--- src/rtl/wb_port_arbiter_pkg.sv ---
// Shared widths and register-index constants for the write-back port arbiter.
package wb_port_arbiter_pkg;
  localparam int XLEN_DEF = 32;
  localparam int REG_AW   = 5;
  localparam logic [REG_AW-1:0] REG_X0 = '0;

  function automatic logic is_x0(input logic [REG_AW-1:0] r);
    return r == REG_X0;
  endfunction
endpackage

--- src/rtl/wb_result_fifo.sv ---
// Small synchronous FIFO for long-latency results; entries are packed {rd, data}.
module wb_result_fifo #(
  parameter int W     = 37,
  parameter int DEPTH = 2,
  localparam int AW   = $clog2(DEPTH),
  localparam int CW   = AW + 1
) (
  input  logic          clk,
  input  logic          rst_n,
  input  logic          push,
  input  logic [W-1:0]  push_data,
  input  logic          pop,
  output logic [W-1:0]  head,
  output logic [CW-1:0] count,
  output logic          full,
  output logic          empty
);
  logic [W-1:0]  mem_q [DEPTH];
  logic [AW-1:0] wr_ptr_q, wr_ptr_d, rd_ptr_q, rd_ptr_d;
  logic [CW-1:0] count_q, count_d;

  always_comb begin
    wr_ptr_d = push ? wr_ptr_q + 1'b1 : wr_ptr_q;
    rd_ptr_d = pop  ? rd_ptr_q + 1'b1 : rd_ptr_q;
    count_d  = count_q;
    if (push && !pop)      count_d = count_q + 1'b1;
    else if (pop && !push) count_d = count_q - 1'b1;
  end

  always_ff @(posedge clk or negedge rst_n) begin
    if (!rst_n) begin
      wr_ptr_q <= '0;
      rd_ptr_q <= '0;
      count_q  <= '0;
    end else begin
      wr_ptr_q <= wr_ptr_d;
      rd_ptr_q <= rd_ptr_d;
      count_q  <= count_d;
    end
  end

  // Storage needs no reset: occupancy alone decides what is valid.
  always_ff @(posedge clk) begin
    if (push) mem_q[wr_ptr_q] <= push_data;
  end

  assign head  = mem_q[rd_ptr_q];
  assign count = count_q;
  assign full  = count_q == CW'(DEPTH);
  assign empty = count_q == '0;
endmodule

--- src/rtl/wb_port_arbiter.sv ---
// Register-file write-port owner: pipeline WB has priority, long-latency results
// queue in a FIFO, a per-register scoreboard tracks pending results.
module wb_port_arbiter
  import wb_port_arbiter_pkg::*;
#(
  parameter int XLEN         = XLEN_DEF,
  parameter int DEPTH        = 2,
  parameter int STARVE_LIMIT = 4,
  localparam int CW          = $clog2(DEPTH) + 1
) (
  input  logic              clk,
  input  logic              rst_n,
  input  logic              pipe_wen,
  input  logic [REG_AW-1:0] pipe_rd,
  input  logic [XLEN-1:0]   pipe_data,
  input  logic              lu_valid,
  input  logic [REG_AW-1:0] lu_rd,
  input  logic [XLEN-1:0]   lu_data,
  output logic              lu_ready,
  input  logic              issue_valid,
  input  logic [REG_AW-1:0] issue_rd,
  input  logic [REG_AW-1:0] rs1,
  input  logic [REG_AW-1:0] rs2,
  input  logic [REG_AW-1:0] rd_chk,
  output logic              rs1_busy,
  output logic              rs2_busy,
  output logic              rd_busy,
  output logic              rf_wen,
  output logic [REG_AW-1:0] rf_waddr,
  output logic [XLEN-1:0]   rf_wdata,
  output logic              stall_req,
  output logic [CW-1:0]     fifo_count
);
  localparam int EW = REG_AW + XLEN;
  localparam int SW = $clog2(STARVE_LIMIT + 1);

  logic [EW-1:0]     head;
  logic [REG_AW-1:0] head_rd;
  logic [XLEN-1:0]   head_data;
  logic              full, empty, push, pop, pipe_req;
  logic [31:0]       sb_q, sb_d;
  logic [SW-1:0]     starve_q, starve_d;
  logic              stall_q, stall_d;

  assign head_rd   = head[EW-1:XLEN];
  assign head_data = head[XLEN-1:0];

  wb_result_fifo #(.W(EW), .DEPTH(DEPTH)) u_fifo (
    .clk       (clk),
    .rst_n     (rst_n),
    .push      (push),
    .push_data ({lu_rd, lu_data}),
    .pop       (pop),
    .head      (head),
    .count     (fifo_count),
    .full      (full),
    .empty     (empty)
  );

  always_comb begin
    pipe_req = pipe_wen && !is_x0(pipe_rd);
    pop      = !pipe_req && !empty;
    push     = lu_valid && !full;
    // An rd=0 head still pops, it just never reaches the register file.
    rf_wen   = rst_n && (pipe_req || (pop && !is_x0(head_rd)));
    rf_waddr = pipe_req ? pipe_rd   : head_rd;
    rf_wdata = pipe_req ? pipe_data : head_data;

    // Clear before set so a same-cycle reissue of the popping register stays pending.
    sb_d = sb_q;
    if (pop)         sb_d[head_rd]  = 1'b0;
    if (issue_valid) sb_d[issue_rd] = 1'b1;
    sb_d[REG_X0] = 1'b0;

    starve_d = starve_q;
    if (empty || pop)                         starve_d = '0;
    else if (starve_q != SW'(STARVE_LIMIT))   starve_d = starve_q + 1'b1;

    stall_d = (starve_q == SW'(STARVE_LIMIT)) || (fifo_count == CW'(DEPTH));
  end

  always_ff @(posedge clk or negedge rst_n) begin
    if (!rst_n) begin
      sb_q     <= '0;
      starve_q <= '0;
      stall_q  <= 1'b0;
    end else begin
      sb_q     <= sb_d;
      starve_q <= starve_d;
      stall_q  <= stall_d;
    end
  end

  assign lu_ready  = !full;
  assign rs1_busy  = sb_q[rs1];
  assign rs2_busy  = sb_q[rs2];
  assign rd_busy   = sb_q[rd_chk];
  assign stall_req = stall_q;
endmodule

--- config.mk ---
export PLATFORM = sky130hd
export DESIGN_NAME = wb_port_arbiter
export DESIGN_NICKNAME = d
export VERILOG_FILES = /design/src/rtl/wb_port_arbiter_pkg.sv /design/src/rtl/wb_result_fifo.sv /design/src/rtl/wb_port_arbiter.sv
export SDC_FILE = /design/constraint.sdc
export NUM_CORES = 1
export LEC_CHECK = 0
export ABC_AREA = 1
export BUFFER_PORTS_ARGS = -buffer_cell sky130_fd_sc_hd__buf_2
export CAP_MARGIN = 20
export CORE_ASPECT_RATIO = 1.75
export CORE_MARGIN = 8
export CORE_UTILIZATION = 58
export DETAILED_ROUTE_END_ITERATION = 10
export GPL_TIMING_DRIVEN = 0
export PLACE_DENSITY = 0.85
export SYNTH_ARGS = -nofsm -noshare
export SYNTH_HDL_FRONTEND = slang
export SYNTH_HIERARCHICAL = 1
export SYNTH_SLANG_ARGS = --single-unit
--- constraint.sdc ---
create_clock -name clk -period 6.52 [get_ports clk]
set_clock_uncertainty 0.15 [all_clocks]
set_input_delay 1.304 -clock clk [delete_from_list [all_inputs] [get_ports clk]]
set_output_delay 1.304 -clock clk [all_outputs]
set_load 0.02 [all_outputs]
==> impl_metrics.tcl <==
set metrics [dict create \
    outcome "finished clean" \
    fin_nets 942 \
    area_growth_pct 24.5 \
    cap_viol_max_count 0 \
    wire_per_inst_um 21.0 \
    worstPathMaxFanout 10 \
    n_fill_cell 719 \
    grt_overflow 0 \
    clk_latency_ns 0.41 \
    routed_via_density 5.84 \
    grt_pass1_vias 5752 \
    die_w_um 93.4 \
    syn-instance-count 682 \
    num_io_pins 144 \
    clock_path_buffers 2 \
    drive_above_1_share_pct 29.2 \
    synth_area_um2 6080 \
    synth-seq-cells 113 \
    numCtsBuffers 17 \
    dr.pass1.iters 5 \
    syn_avg_cell_area_um2 8.92 \
    fin_tns_setup_ns 0 \
    die_area_um2 14100 \
    start_kind "primary input" \
    multi_input_area_um2 2520 \
    drc_errors 0 \
    cp.arrival_ns 2.72 \
    ctsHoldBuffers 0 \
    drv_slew 0 \
    post-dp-hpwl_mm 14.2 \
    final_antenna_net_count 0 \
    post_dp_cell_area_um2 6980 \
    rsz0062_at_grt "no" \
    path_clk_slew_ns 0.05 \
    htreeDepth 4 \
    finalPower_mw 3.32 \
    power_leakage_nw 3.56 \
    hold_violations 0 \
    min_period_over_period_pct 64.1 \
    ys_warn_count 6 \
    globalRouteTotalUtil_pct 29.3 \
    worst_pin_slew_ns 0.895 \
    io_buffer_count 137 \
    worstPathRequired_ns 5.07 \
    cts_tree "built" \
    start_util_pct 59.4 \
    timing.setup.critical_path_class "in -> out" \
    cts_resized 0 \
    cts_setup_buffers 0 \
    synthDistinctLibCells 24 \
    vias 5736 \
    cts_root_buf "clkbuf_16" \
    row_count 49 \
    ir_drop_uv 371 \
    register_area_um2 3200 \
    fmaxAchievable_ghz 0.239 \
    layout_setup_ws_ns 2.34 \
    p_per_area_nw_per_um2 439 \
    die_h_um 151 \
    drtIter0Drc 535 \
    place_ws_ns 2.51 \
    setup_viol 0 \
    grt_max_degree 41 \
    gp_congestion 0.982 \
    finalWirelength_mm 20.6 \
    hold_class "reg -> reg" \
    ys_seq_area_share_pct 52.6 \
    slew_headroom_pct 40.3 \
    design_area_um2 7570 \
    syn_nets 784 \
    clock_sinks 113 \
    antenna_found_initial 2 \
    final.min_clock_period_ns 4.18 \
    end_kind "primary output" \
    grt_first_pass_wirelength_mm 30.8 \
    worst_hold_slack_ns 0.347 \
    coreArea_um2 10200 \
]
==> flip-flops by register name, summed over array words and instances, names as in the netlist <==
name	flops
sb_q	31
stall_req	1
u_fifo/mem_q	74
u_fifo/wr_ptr_q	1
u_fifo/rd_ptr_q	1
u_fifo/count	2
starve_q	3
==> synthesized netlist by cell type <==
master / instances / area, um^2
a21boi_0: 1 / 7.51
a21oi_1: 2 / 10.0
buf_2: 15 / 75.1
buf_4: 4 / 30.0
buf_6: 6 / 67.6
clkbuf_1: 1 / 3.75
dfrtp_1: 39 / 976
edfxtp_1: 74 / 2220
ha_1: 3 / 37.5
inv_1: 44 / 165
inv_2: 7 / 26.3
mux2_2: 17 / 191
mux2_4: 20 / 300
nand2_1: 266 / 998
nand2_2: 2 / 12.5
nand3_1: 90 / 450
nand4_1: 2 / 12.5
nor2_1: 9 / 33.8
nor3_2: 6 / 60.1
nor3_4: 1 / 16.3
o21ai_0: 55 / 275
o21ai_1: 13 / 65.1
xnor2_1: 2 / 17.5
xor2_1: 3 / 26.3
==> metrics by stage <==
| stage | instances | utilization (%) |
|---|---|---|
| 2_1_floorplan | 682 | - |
| 3_3_place_gp | 946 | 67.6 |
| 3_5_place_dp | 948 | 68.2 |
| 4_1_cts | 980 | 73.9 |
| 5_1_grt | 982 | 73.9 |
| 6_report | 982 | 73.9 |
==> worst max-delay path, stage by stage <==
cell and delay (ns):
buf_2 0.09, inv_1 0.06, nand4_1 0.12, nand2_2 0.11, inv_2 0.21, clkbuf_1 0.39
nand2_1 0.14, nand2_1 0.12, buf_2 0.17
==> cell type report <==
class                           instances  share of cell area (%)
Clock inverter                         15                    2.12
Sequential cell                       113                    42.2
Inverter                               51                    2.53
Tap cell                              127                    2.10
Buffer                                 26                    2.33
Timing Repair Buffer                  139                    9.68
Antenna cell                            2                  0.0661
Clock buffer                           17                    5.62
Multi-Input combinational cell        492                    33.3
==> kinds of logic after synthesis <==
family | Yosys count | synth area share, %
muxes | 37 | 8.09
xor gates and xnor gates | 5 | 0.720
DFF | 113 | 52.6
AOI/OAI and AO/OA | 71 | 5.88
buffers and inverters | 77 | 6.05
and+or+nand+nor | 376 | 26.0
adders and majority gates | 3 | 0.617
==> per-layer routing <==
metal	global-route usage (%)	vias to the layer above	share of wire (%)
li1	-	2599	-
met1	28.3	2685	32
met2	52.9	378	54
met3	6.46	74	7.7
met4	21.6	0	5.8
met5	0	-	0
==> cells in the final DEF, fill, tap and decap left out, types with 2 or more instances in the layout <==
cell type	instances
nand2_1	266
buf_2	152
nand3_1	90
edfxtp_1	74
o21ai_0	55
inv_1	44
dfrtp_1	39
mux2_4	20
clkbuf_16	17
mux2_2	17
o21ai_1	13
nor2_1	8
inv_2	7
nor3_2	6
buf_6	6
buf_4	4
clkinvlp_4	4
inv_6	4
xor2_1	3
ha_1	3
clkinv_4	3
diode_2	2
nand4_1	2
nand2_2	2
a21oi_1	2
xnor2_1	2
bufinv_16	2
==> final timing paths <==
path                            slack [ns]             from  cells past startpoint           end
worst max-delay path                  2.34       pipe_rd[1]                      9  rf_wdata[24]
worst min-delay path                  0.35          sb_q[6]                      2       sb_q[6]
worst max register to register        4.18  u_fifo/rd_ptr_q                      7       sb_q[8]
worst min register to register        0.35          sb_q[6]                      2       sb_q[6]
max in group asynchronous             4.79            rst_n                      1       sb_q[8]
min in group asynchronous             0.87            rst_n                      1   starve_q[1]
==> power breakdown <==
group	switching, mW	total, mW	leakage, nW	internal, mW
Clock	0.350	0.915	0.274	0.565
Sequential	0.230	1.24	1.16	1.01
Combinational	0.718	1.17	2.12	0.451
(Power assumes the default switching activity.)
